## src/rtl/card_grid_pkg.sv

```systemverilog
// Shared types, command encodings and default geometry for the card grid renderer.
package card_grid_pkg;

  typedef enum logic [1:0] {
    CARD_HIDDEN  = 2'b00,
    CARD_SHOWN   = 2'b01,
    CARD_MATCHED = 2'b10
  } card_state_e;

  typedef enum logic [1:0] {
    ANIM_IDLE   = 2'b00,
    ANIM_SHRINK = 2'b01,
    ANIM_GROW   = 2'b10
  } anim_state_e;

  localparam logic [1:0] OP_FLIP_UP      = 2'b00;
  localparam logic [1:0] OP_FLIP_DOWN    = 2'b01;
  localparam logic [1:0] OP_MARK_MATCHED = 2'b10;
  localparam logic [1:0] OP_CLEAR_ALL    = 2'b11;

  localparam int DEF_COLS       = 4;
  localparam int DEF_ROWS       = 4;
  localparam int DEF_X0         = 130;
  localparam int DEF_Y0         = 70;
  localparam int DEF_PITCH      = 100;
  localparam int DEF_CARD_W     = 90;
  localparam int DEF_CARD_H     = 90;
  localparam int DEF_FLIP_STEPS = 8;
  localparam int DEF_RGB_W      = 3;

  // True when a local pixel lies in the outer 2-pixel ring of a card.
  function automatic logic in_ring(input logic [6:0] lcol, input logic [6:0] lrow,
                                   input int card_w, input int card_h);
    return (lcol < 7'd2) || (lcol >= 7'(card_w - 2)) ||
           (lrow < 7'd2) || (lrow >= 7'(card_h - 2));
  endfunction

endpackage

```

## src/rtl/card_grid_renderer_if.sv

```systemverilog
// Command channel between the game controller and the card grid renderer.
interface card_grid_renderer_if #(
  parameter int IDX_W = 4
);
  logic             cmd_valid;
  logic             cmd_ready;
  logic [1:0]       cmd_op;
  logic [IDX_W-1:0] cmd_idx;
  logic             busy;

  modport master (output cmd_valid, output cmd_op, output cmd_idx,
                  input cmd_ready, input busy);
  modport slave  (input cmd_valid, input cmd_op, input cmd_idx,
                  output cmd_ready, output busy);
endinterface

```

## src/rtl/card_flip_anim.sv

```systemverilog
// Flip animator: SHRINK/GROW sequencer stepped by frame_tick, plus the
// per-frame visible width and margin of the animated card.
module card_flip_anim
  import card_grid_pkg::*;
#(
  parameter int IDX_W      = 4,
  parameter int CARD_W     = DEF_CARD_W,
  parameter int FLIP_STEPS = DEF_FLIP_STEPS
) (
  input  logic             clk,
  input  logic             rst_n,
  input  logic             frame_tick,
  input  logic             start,
  input  logic             start_open,
  input  logic [IDX_W-1:0] start_idx,
  output anim_state_e      anim_state,
  output logic [IDX_W-1:0] anim_idx,
  output logic             anim_open,
  output logic [9:0]       vis_w,
  output logic [9:0]       margin,
  output logic             commit
);
  localparam int K_W = $clog2(FLIP_STEPS + 1);

  anim_state_e      state_r, state_s;
  logic [K_W-1:0]   k_r, k_s;
  logic [IDX_W-1:0] idx_r, idx_s;
  logic             open_r, open_s;
  logic [9:0]       vis_w_r, vis_w_s, margin_r, margin_s;
  logic [15:0]      prod_s;
  logic [9:0]       vis_calc_s;
  logic             commit_s;

  // Next-state, step counter and width recomputation.
  always_comb begin
    state_s    = state_r;
    k_s        = k_r;
    idx_s      = idx_r;
    open_s     = open_r;
    commit_s   = 1'b0;
    prod_s     = 16'd0;
    vis_calc_s = 10'd0;
    vis_w_s    = vis_w_r;
    margin_s   = margin_r;
    case (state_r)
      ANIM_IDLE: begin
        if (start) begin
          state_s = ANIM_SHRINK;
          k_s     = {K_W{1'b0}};
          idx_s   = start_idx;
          open_s  = start_open;
        end else begin
          state_s = ANIM_IDLE;
        end
      end
      ANIM_SHRINK: begin
        if (frame_tick) begin
          if (k_r == K_W'(FLIP_STEPS - 1)) begin
            state_s  = ANIM_GROW;
            k_s      = {K_W{1'b0}};
            commit_s = 1'b1;
          end else begin
            k_s = k_r + K_W'(1);
          end
        end else begin
          k_s = k_r;
        end
      end
      ANIM_GROW: begin
        if (frame_tick) begin
          if (k_r == K_W'(FLIP_STEPS - 1)) begin
            state_s = ANIM_IDLE;
            k_s     = {K_W{1'b0}};
          end else begin
            k_s = k_r + K_W'(1);
          end
        end else begin
          k_s = k_r;
        end
      end
      default: begin
        state_s = ANIM_IDLE;
        k_s     = {K_W{1'b0}};
      end
    endcase

    case (state_s)
      ANIM_SHRINK: prod_s = 16'(CARD_W) * (16'(FLIP_STEPS) - 16'(k_s));
      ANIM_GROW:   prod_s = 16'(CARD_W) * 16'(k_s);
      default:     prod_s = 16'(CARD_W) * 16'(FLIP_STEPS);
    endcase
    vis_calc_s = 10'(prod_s / 16'(FLIP_STEPS));

    // Width only moves on frame boundaries so a frame never tears.
    if (frame_tick) begin
      vis_w_s  = vis_calc_s;
      margin_s = (10'(CARD_W) - vis_calc_s) >> 1;
    end else begin
      vis_w_s  = vis_w_r;
      margin_s = margin_r;
    end
  end

  // Animator state registers.
  always_ff @(posedge clk) begin
    if (!rst_n) begin
      state_r  <= ANIM_IDLE;
      k_r      <= {K_W{1'b0}};
      idx_r    <= {IDX_W{1'b0}};
      open_r   <= 1'b0;
      vis_w_r  <= 10'(CARD_W);
      margin_r <= 10'd0;
    end else begin
      state_r  <= state_s;
      k_r      <= k_s;
      idx_r    <= idx_s;
      open_r   <= open_s;
      vis_w_r  <= vis_w_s;
      margin_r <= margin_s;
    end
  end

  assign anim_state = state_r;
  assign anim_idx   = idx_r;
  assign anim_open  = open_r;
  assign vis_w      = vis_w_r;
  assign margin     = margin_r;
  assign commit     = commit_s;

endmodule

```

## src/rtl/card_grid_renderer.sv

```systemverilog
// Card grid renderer: holds per-card state, runs the flip animator and
// produces the two-stage pixel pipeline (hit test, then colour select).
module card_grid_renderer
  import card_grid_pkg::*;
#(
  parameter int COLS       = DEF_COLS,
  parameter int ROWS       = DEF_ROWS,
  parameter int X0         = DEF_X0,
  parameter int Y0         = DEF_Y0,
  parameter int PITCH      = DEF_PITCH,
  parameter int CARD_W     = DEF_CARD_W,
  parameter int CARD_H     = DEF_CARD_H,
  parameter int FLIP_STEPS = DEF_FLIP_STEPS,
  parameter int RGB_W      = DEF_RGB_W,
  parameter logic [RGB_W-1:0] BACK_RGB  = 3'b100,
  parameter logic [RGB_W-1:0] MATCH_RGB = 3'b010,
  localparam int N_CARDS   = ROWS * COLS,
  localparam int IDX_W     = $clog2(N_CARDS)
) (
  input  logic                      clk,
  input  logic                      rst_n,
  input  logic [9:0]                HCount,
  input  logic [9:0]                VCount,
  input  logic                      frame_tick,
  card_grid_renderer_if.slave       cmd,
  output logic [IDX_W-1:0]          rom_card,
  output logic [6:0]                rom_row,
  input  logic [CARD_W*RGB_W-1:0]   rom_data,
  output logic                      cardon,
  output logic [RGB_W-1:0]          rgb
);
  card_state_e      card_state_r [N_CARDS];
  anim_state_e      anim_state_s;
  logic [IDX_W-1:0] anim_idx_s;
  logic             anim_open_s;
  logic [9:0]       vis_w_s, margin_s;
  logic             commit_s;
  logic             accept_s, start_s, start_open_s;

  logic             hit_col_s, hit_row_s;
  logic [IDX_W-1:0] col_sel_s, row_sel_s;
  logic [6:0]       lcol_s, lrow_s;
  logic             s0_hit_r;
  logic [6:0]       s0_lcol_r;

  logic [RGB_W-1:0] face_s, rgb_s;
  logic             on_s, back_phase_s;
  logic [9:0]       lcol_w_s;

  assign cmd.cmd_ready = (anim_state_s == ANIM_IDLE);
  assign cmd.busy      = (anim_state_s != ANIM_IDLE);

  // Command decode: which accepted commands launch a flip.
  always_comb begin
    accept_s     = cmd.cmd_valid && cmd.cmd_ready;
    start_s      = 1'b0;
    start_open_s = 1'b0;
    if (accept_s) begin
      case (cmd.cmd_op)
        OP_FLIP_UP: begin
          start_s      = (card_state_r[cmd.cmd_idx] == CARD_HIDDEN);
          start_open_s = 1'b1;
        end
        OP_FLIP_DOWN: begin
          start_s      = (card_state_r[cmd.cmd_idx] == CARD_SHOWN);
          start_open_s = 1'b0;
        end
        default: begin
          start_s      = 1'b0;
          start_open_s = 1'b0;
        end
      endcase
    end else begin
      start_s = 1'b0;
    end
  end

  card_flip_anim #(
    .IDX_W      (IDX_W),
    .CARD_W     (CARD_W),
    .FLIP_STEPS (FLIP_STEPS)
  ) u_anim (
    .clk        (clk),
    .rst_n      (rst_n),
    .frame_tick (frame_tick),
    .start      (start_s),
    .start_open (start_open_s),
    .start_idx  (cmd.cmd_idx),
    .anim_state (anim_state_s),
    .anim_idx   (anim_idx_s),
    .anim_open  (anim_open_s),
    .vis_w      (vis_w_s),
    .margin     (margin_s),
    .commit     (commit_s)
  );

  // Per-card state: flip commits, clear-all and mark-matched.
  always_ff @(posedge clk) begin
    if (!rst_n) begin
      for (int i = 0; i < N_CARDS; i++) card_state_r[i] <= CARD_HIDDEN;
    end else if (commit_s) begin
      card_state_r[anim_idx_s] <= anim_open_s ? CARD_SHOWN : CARD_HIDDEN;
    end else if (accept_s && (cmd.cmd_op == OP_CLEAR_ALL)) begin
      for (int i = 0; i < N_CARDS; i++) card_state_r[i] <= CARD_HIDDEN;
    end else if (accept_s && (cmd.cmd_op == OP_MARK_MATCHED) &&
                 (card_state_r[cmd.cmd_idx] == CARD_SHOWN)) begin
      card_state_r[cmd.cmd_idx] <= CARD_MATCHED;
    end
  end

  // Stage 0 hit test; local offsets are taken only inside a hit range.
  always_comb begin
    hit_col_s = 1'b0;
    hit_row_s = 1'b0;
    col_sel_s = {IDX_W{1'b0}};
    row_sel_s = {IDX_W{1'b0}};
    lcol_s    = 7'd0;
    lrow_s    = 7'd0;
    for (int c = 0; c < COLS; c++) begin
      if ((HCount >= 10'(X0 + c * PITCH)) && (HCount <= 10'(X0 + c * PITCH + CARD_W - 1))) begin
        hit_col_s = 1'b1;
        col_sel_s = IDX_W'(c);
        lcol_s    = 7'(HCount - 10'(X0 + c * PITCH));
      end else begin
        hit_col_s = hit_col_s;
      end
    end
    for (int r = 0; r < ROWS; r++) begin
      if ((VCount >= 10'(Y0 + r * PITCH)) && (VCount <= 10'(Y0 + r * PITCH + CARD_H - 1))) begin
        hit_row_s = 1'b1;
        row_sel_s = IDX_W'(r);
        lrow_s    = 7'(VCount - 10'(Y0 + r * PITCH));
      end else begin
        hit_row_s = hit_row_s;
      end
    end
  end

  // Stage 0 registers; rom_card/rom_row double as the stage-0 card index and row.
  always_ff @(posedge clk) begin
    if (!rst_n) begin
      s0_hit_r  <= 1'b0;
      s0_lcol_r <= 7'd0;
      rom_card  <= {IDX_W{1'b0}};
      rom_row   <= 7'd0;
    end else if (hit_col_s && hit_row_s) begin
      s0_hit_r  <= 1'b1;
      s0_lcol_r <= lcol_s;
      rom_card  <= IDX_W'(row_sel_s * IDX_W'(COLS) + col_sel_s);
      rom_row   <= lrow_s;
    end else begin
      s0_hit_r  <= 1'b0;
      s0_lcol_r <= 7'd0;
      rom_card  <= {IDX_W{1'b0}};
      rom_row   <= 7'd0;
    end
  end

  // Stage 1 colour select from card state, animation crop and ROM pixel.
  always_comb begin
    face_s       = rom_data[int'(s0_lcol_r) * RGB_W +: RGB_W];
    lcol_w_s     = {3'b000, s0_lcol_r};
    back_phase_s = (anim_open_s && (anim_state_s == ANIM_SHRINK)) ||
                   (!anim_open_s && (anim_state_s == ANIM_GROW));
    on_s         = 1'b0;
    rgb_s        = {RGB_W{1'b0}};
    if (!s0_hit_r) begin
      on_s  = 1'b0;
      rgb_s = {RGB_W{1'b0}};
    end else if ((anim_state_s != ANIM_IDLE) && (rom_card == anim_idx_s)) begin
      if ((lcol_w_s >= margin_s) && (lcol_w_s < (margin_s + vis_w_s))) begin
        on_s  = 1'b1;
        rgb_s = back_phase_s ? BACK_RGB : face_s;
      end else begin
        on_s  = 1'b0;
        rgb_s = {RGB_W{1'b0}};
      end
    end else begin
      on_s = 1'b1;
      case (card_state_r[rom_card])
        CARD_HIDDEN:  rgb_s = BACK_RGB;
        CARD_SHOWN:   rgb_s = face_s;
        CARD_MATCHED: rgb_s = in_ring(s0_lcol_r, rom_row, CARD_W, CARD_H) ? MATCH_RGB : face_s;
        default:      rgb_s = BACK_RGB;
      endcase
    end
  end

  // Stage 1 output registers.
  always_ff @(posedge clk) begin
    if (!rst_n) begin
      cardon <= 1'b0;
      rgb    <= {RGB_W{1'b0}};
    end else begin
      cardon <= on_s;
      rgb    <= rgb_s;
    end
  end

endmodule
```

## src/flat_wrapper.sv

```systemverilog
// flat-port wrapper written by rule: the top's interface ports become plain ports
module card_grid_renderer_flat import card_grid_pkg::*;
#(
  parameter int COLS       = DEF_COLS,
  parameter int ROWS       = DEF_ROWS,
  parameter int X0         = DEF_X0,
  parameter int Y0         = DEF_Y0,
  parameter int PITCH      = DEF_PITCH,
  parameter int CARD_W     = DEF_CARD_W,
  parameter int CARD_H     = DEF_CARD_H,
  parameter int FLIP_STEPS = DEF_FLIP_STEPS,
  parameter int RGB_W      = DEF_RGB_W,
  parameter logic [RGB_W-1:0] BACK_RGB  = 3'b100,
  parameter logic [RGB_W-1:0] MATCH_RGB = 3'b010,
  localparam int N_CARDS   = ROWS * COLS,
  localparam int IDX_W     = $clog2(N_CARDS)
)
  (clk, rst_n, HCount, VCount, frame_tick, rom_card, rom_row, rom_data, cardon, rgb, cmd_cmd_valid, cmd_cmd_op, cmd_cmd_idx, cmd_cmd_ready, cmd_busy);
  card_grid_renderer_if cmd_i ();
  input  logic clk;
  input  logic rst_n;
  input  logic [9:0] HCount;
  input  logic [9:0] VCount;
  input  logic frame_tick;
  output logic [IDX_W-1:0] rom_card;
  output logic [6:0] rom_row;
  input  logic [CARD_W*RGB_W-1:0] rom_data;
  output logic cardon;
  output logic [RGB_W-1:0] rgb;
  input wire logic [$bits(cmd_i.cmd_valid)-1:0] cmd_cmd_valid;
  input wire logic [$bits(cmd_i.cmd_op)-1:0] cmd_cmd_op;
  input wire logic [$bits(cmd_i.cmd_idx)-1:0] cmd_cmd_idx;
  output wire logic [$bits(cmd_i.cmd_ready)-1:0] cmd_cmd_ready;
  output wire logic [$bits(cmd_i.busy)-1:0] cmd_busy;
  assign cmd_i.cmd_valid = cmd_cmd_valid;
  assign cmd_i.cmd_op = cmd_cmd_op;
  assign cmd_i.cmd_idx = cmd_cmd_idx;
  assign cmd_cmd_ready = cmd_i.cmd_ready;
  assign cmd_busy = cmd_i.busy;
  card_grid_renderer #(.COLS(COLS), .ROWS(ROWS), .X0(X0), .Y0(Y0), .PITCH(PITCH), .CARD_W(CARD_W), .CARD_H(CARD_H), .FLIP_STEPS(FLIP_STEPS), .RGB_W(RGB_W), .BACK_RGB(BACK_RGB), .MATCH_RGB(MATCH_RGB)) u_core (.clk(clk), .rst_n(rst_n), .HCount(HCount), .VCount(VCount), .frame_tick(frame_tick), .cmd(cmd_i), .rom_card(rom_card), .rom_row(rom_row), .rom_data(rom_data), .cardon(cardon), .rgb(rgb));
endmodule
```

## config.mk

```make
export PLATFORM = sky130hd
export DESIGN_NAME = card_grid_renderer_flat
export DESIGN_NICKNAME = d
export VERILOG_FILES = /design/src/rtl/card_grid_pkg.sv /design/src/rtl/card_grid_renderer_if.sv /design/src/rtl/card_flip_anim.sv /design/src/rtl/card_grid_renderer.sv /design/src/flat_wrapper.sv
export SDC_FILE = /design/constraint.sdc
export NUM_CORES = 1
export LEC_CHECK = 0
export CAP_MARGIN = 20
export CORE_MARGIN = 3
export CORE_UTILIZATION = 51
export DETAILED_ROUTE_END_ITERATION = 12
export GPL_TIMING_DRIVEN = 0
export PLACE_DENSITY = 0.88
export SKIP_CTS_REPAIR_TIMING = 1
export SLEW_MARGIN = 10
export SYNTH_ARGS = -nofsm -noshare
export SYNTH_HDL_FRONTEND = slang
export SYNTH_SLANG_ARGS = --single-unit
```

## constraint.sdc

```tcl
create_clock -name clk -period 11.7 [get_ports clk]
set_clock_uncertainty 0.15 [all_clocks]
set_input_delay 1.17 -clock clk [delete_from_list [all_inputs] [get_ports clk]]
set_output_delay 1.17 -clock clk [all_outputs]
set_load 0.01 [all_outputs]
```

==> flow_summary.toml <==
[outcome]
status = "completed"

[critical_path]
slowest_delay_ps = 610
reg2reg_from = "u_core.card_state_r[11][0]"
crit_top_cell = "inv_1"
r2r_cells = 25
worst-path-max-fanout = 10
start_kind = "primary input"
worstSetupPathType = "primary input to flop"
worstPathRequired_ps = 11810
worst_setup_path_end_kind = "flop"
r2r_slack_ps = 4680
crit_path_end = "u_core.u_anim.margin[7]"
arrival_ps = 8230
startpoint = "cmd_cmd_idx[2]"
cp_slowest_cell = "clkdlybuf4s50_1"
rr_endpoint = "u_core.u_anim.margin[7]"

[timing]
finalSetupViolCount = 0
whs_ps = 352
rsz0062_at_grt = "false"
max_freq_mhz = 123
worst_pin_slew_ps = 931
min_period_over_period_pct = 69.4
relSlewSlack_pct = 38.0
fin_tns_setup_ps = 0
hold_viol_final = 0
finalCriticalPeriod_ps = 8120
drv_slew = 0

[cts]
cts_tree = "yes"
clock_latency_ps = 350
cts.path.max_buffers = 2
cts_inserted_buffers = 9
clk_pin_slew_ps = 60
cts.sinks = 85
cts-htree-levels = 3
clockRootBuffer = "clkbuf_16"

[placed_design]
gp_congestion = 0.916
post_dp_cell_area_mm2 = 0.0129
dpl.hpwl_um = 29500
numPortBuffers = 312

[synthesis]
ys.flop_type = "dfxtp_1"
syn-num-nets = 1394
ys_ff_latch = 85
synth_edf_count = 32
ys.warnings.count = 0
syn_area_per_cell_um2 = 9.35
synthArstFlopShare_pct = 0
netlist_instances = 1012
yosysSeqAreaShare_pct = 21.4
syn-cell-area_mm2 = 0.00946
ys_types = 79

[pwr]
power-per-cell-area_mw_per_mm2 = 69.3
power.switching_w = 0.000259
power_w = 0.000913
switching_share_pct = 28.4
sequentialPowerShare_pct = 35.7
power_frac_clock_pct = 31.8
pwr-share-comb_pct = 32.5
p_int_w = 0.000654
vdd_drop_max_mv = 0.111
leakage_nw = 4.88

[global_route]
grt_pass1_wl_um = 53300
grt-ovfl-total = 0
grt_pass1_vias = 10000
grt_max_degree = 16
grt_usage_pct = 33.7
antenna_found_initial = 2

[die]
core_mm2 = 0.0181
dieHeight_um = 142
die_w_um = 142
ioPinCount = 317
dieArea_mm2 = 0.0202
fp-row-count = 49
initial_core_util_pct = 52.3

[route]
met1Wirelength_um = 12400
drt_pass1_iterations = 6
via_count = 10100
via_per_inst = 6.39
drc_errors = 0
wl_met2_um = 17600
drtAntennaViolNets = 0
wl_per_cell_um = 22.6
wl_met3_um = 3690
routed.top_layer = "met5"
wl_um = 35500
drt_iter0_drc = 1018

[layout]
fin_area_mm2 = 0.0132
drive_gt1_share_pct = 9.78
syn_to_final_growth_pct = 39.3
seq_area_mm2 = 0.00202
fill_cells = 1275
multi_input_area_mm2 = 0.00687
fin_nets = 1717

[flow_run]
maxCapViolCount = 0

[min_path]
min_path_type = "flop to flop"
==> per-layer routing <==
metal | up-vias | GRT usage [%]
li1 | 4488 | -
met1 | 4806 | 38.1
met2 | 622 | 59.2
met3 | 134 | 8.97
met4 | 2 | 15.9
met5 | - | 0
==> area by class of cell <==
class / instances / area share (%)
Clock inverter: 7 / 0.560
Timing Repair Buffer: 312 / 23.7
Sequential cell: 85 / 15.3
Clock buffer: 9 / 1.71
Inverter: 80 / 2.28
Tap cell: 229 / 2.17
Multi-Input combinational cell: 782 / 52.1
Buffer: 65 / 2.06
Antenna cell: 3 / 0.0570
==> layout by cell type, fill, tap and decap left out, types with 44 or more instances in the layout <==
| cell type | n |
|---|---|
| a21oi_1 | 66 |
| clkbuf_1 | 44 |
| clkdlybuf4s50_1 | 312 |
| dfxtp_1 | 53 |
| ha_1 | 71 |
| inv_1 | 79 |
| mux4_2 | 82 |
| nand2_1 | 54 |
| nor2_1 | 98 |
| o21ai_0 | 49 |
==> per-stage QoR <==
step / setup slack [ps] / utilization, % / std cells
floorplan: 4610 / - / 1012
global placement: 3420 / 71.2 / 1553
detailed placement: 3280 / 71.2 / 1553
CTS: 3610 / 72.8 / 1569
global route: 3020 / 72.8 / 1570
finish: 3580 / 72.9 / 1572
==> logic make-up (layout without fill, tap and decap cells) <==
kind of cell | after synthesis | after routing | synth area share, %
simple gates | 281 | 281 | 14.5
compound gates | 262 | 262 | 18.4
buf+inv | 145 | 473 | 6.04
mux | 125 | 125 | 24.8
fa+ha+maj | 86 | 86 | 12.1
flops | 85 | 85 | 21.4
xor+xnor | 28 | 28 | 2.79
other cells | 0 | 3 | 0
==> power groups by stage <==
stage	Clock, W	Sequential, W	Combinational [W]
6_report	0.000291	0.000326	0.000297
5_1_grt	0.000300	0.000326	0.000317
4_1_cts	0.000290	0.000325	0.000293
3_5_place_dp	0	0.000331	0.000291
3_3_place_gp	0	0.000331	0.000280
2_1_floorplan	0	0.000328	0.000145
==> flip-flops by register name, summed over array words and instances, names as in the netlist <==
| name | count |
|---|---|
| u_core.u_anim.anim_open | 1 |
| u_core.u_anim.k_r | 4 |
| u_core.rom_row | 7 |
| u_core.cardon | 1 |
| u_core.rgb | 3 |
| u_core.s0_lcol_r | 7 |
| u_core.u_anim.anim_idx | 4 |
| u_core.u_anim.anim_state | 2 |
| u_core.u_anim.vis_w | 10 |
| u_core.card_state_r | 32 |
| u_core.u_anim.margin | 9 |
| u_core.s0_hit_r | 1 |
| u_core.rom_card | 4 |
==> worst min path at each step <==
stage | startpoint | end | cells past startpoint | slack [ps]
floorplan | u_core.u_anim.vis_w[3] | u_core.u_anim.vis_w[3] | 2 | 300
global placement | u_core.u_anim.vis_w[6] | u_core.u_anim.vis_w[6] | 2 | 320
detailed placement | u_core.u_anim.vis_w[6] | u_core.u_anim.vis_w[6] | 2 | 330
CTS | u_core.u_anim.vis_w[4] | u_core.u_anim.vis_w[4] | 2 | 350
global route | u_core.u_anim.vis_w[9] | u_core.u_anim.vis_w[9] | 1 | 370
finish | u_core.u_anim.vis_w[9] | u_core.u_anim.vis_w[9] | 1 | 350
==> cells in the mapped netlist, drive strengths merged (6+ instances only) <==
cell | number | area share, %
o2111ai | 6 | 0.56
or2 | 6 | 0.40
o22ai | 14 | 0.93
ha | 71 | 9.4
nor2b | 14 | 0.93
a21o | 13 | 1.0
xnor2 | 20 | 2.1
xor2 | 8 | 0.74
mux2i | 35 | 3.7
buf | 21 | 1.1
inv | 79 | 3.1
dfxtp | 53 | 11
mux4 | 86 | 21
a211o | 6 | 0.56
nor2 | 99 | 4.1
a211oi | 14 | 1.1
clkbuf | 44 | 1.7
nand4 | 8 | 0.60
o211ai | 9 | 0.71
o21ai | 53 | 2.8
fa | 11 | 2.3
nand3 | 20 | 1.1
o31ai | 6 | 0.48
o221ai | 12 | 1.1
nor3 | 25 | 1.3
nand2 | 56 | 2.3
o21a | 9 | 0.71
nand2b | 13 | 0.86
edfxtp | 32 | 10
a31oi | 10 | 0.66
a21oi | 68 | 3.8
and2 | 11 | 0.73
==> critical path: cells and delay by family <==
kind                       cells  cell delay [ps]
xor gates and xnor gates       2              360
and+or+nand+nor                3              790
adders and majority gates      6             1830
AOI/OAI and AO/OA              7             1860
buffers and inverters          7             1290
muxes                          2              930
Note: power is estimated with default switching activity, not from simulation.
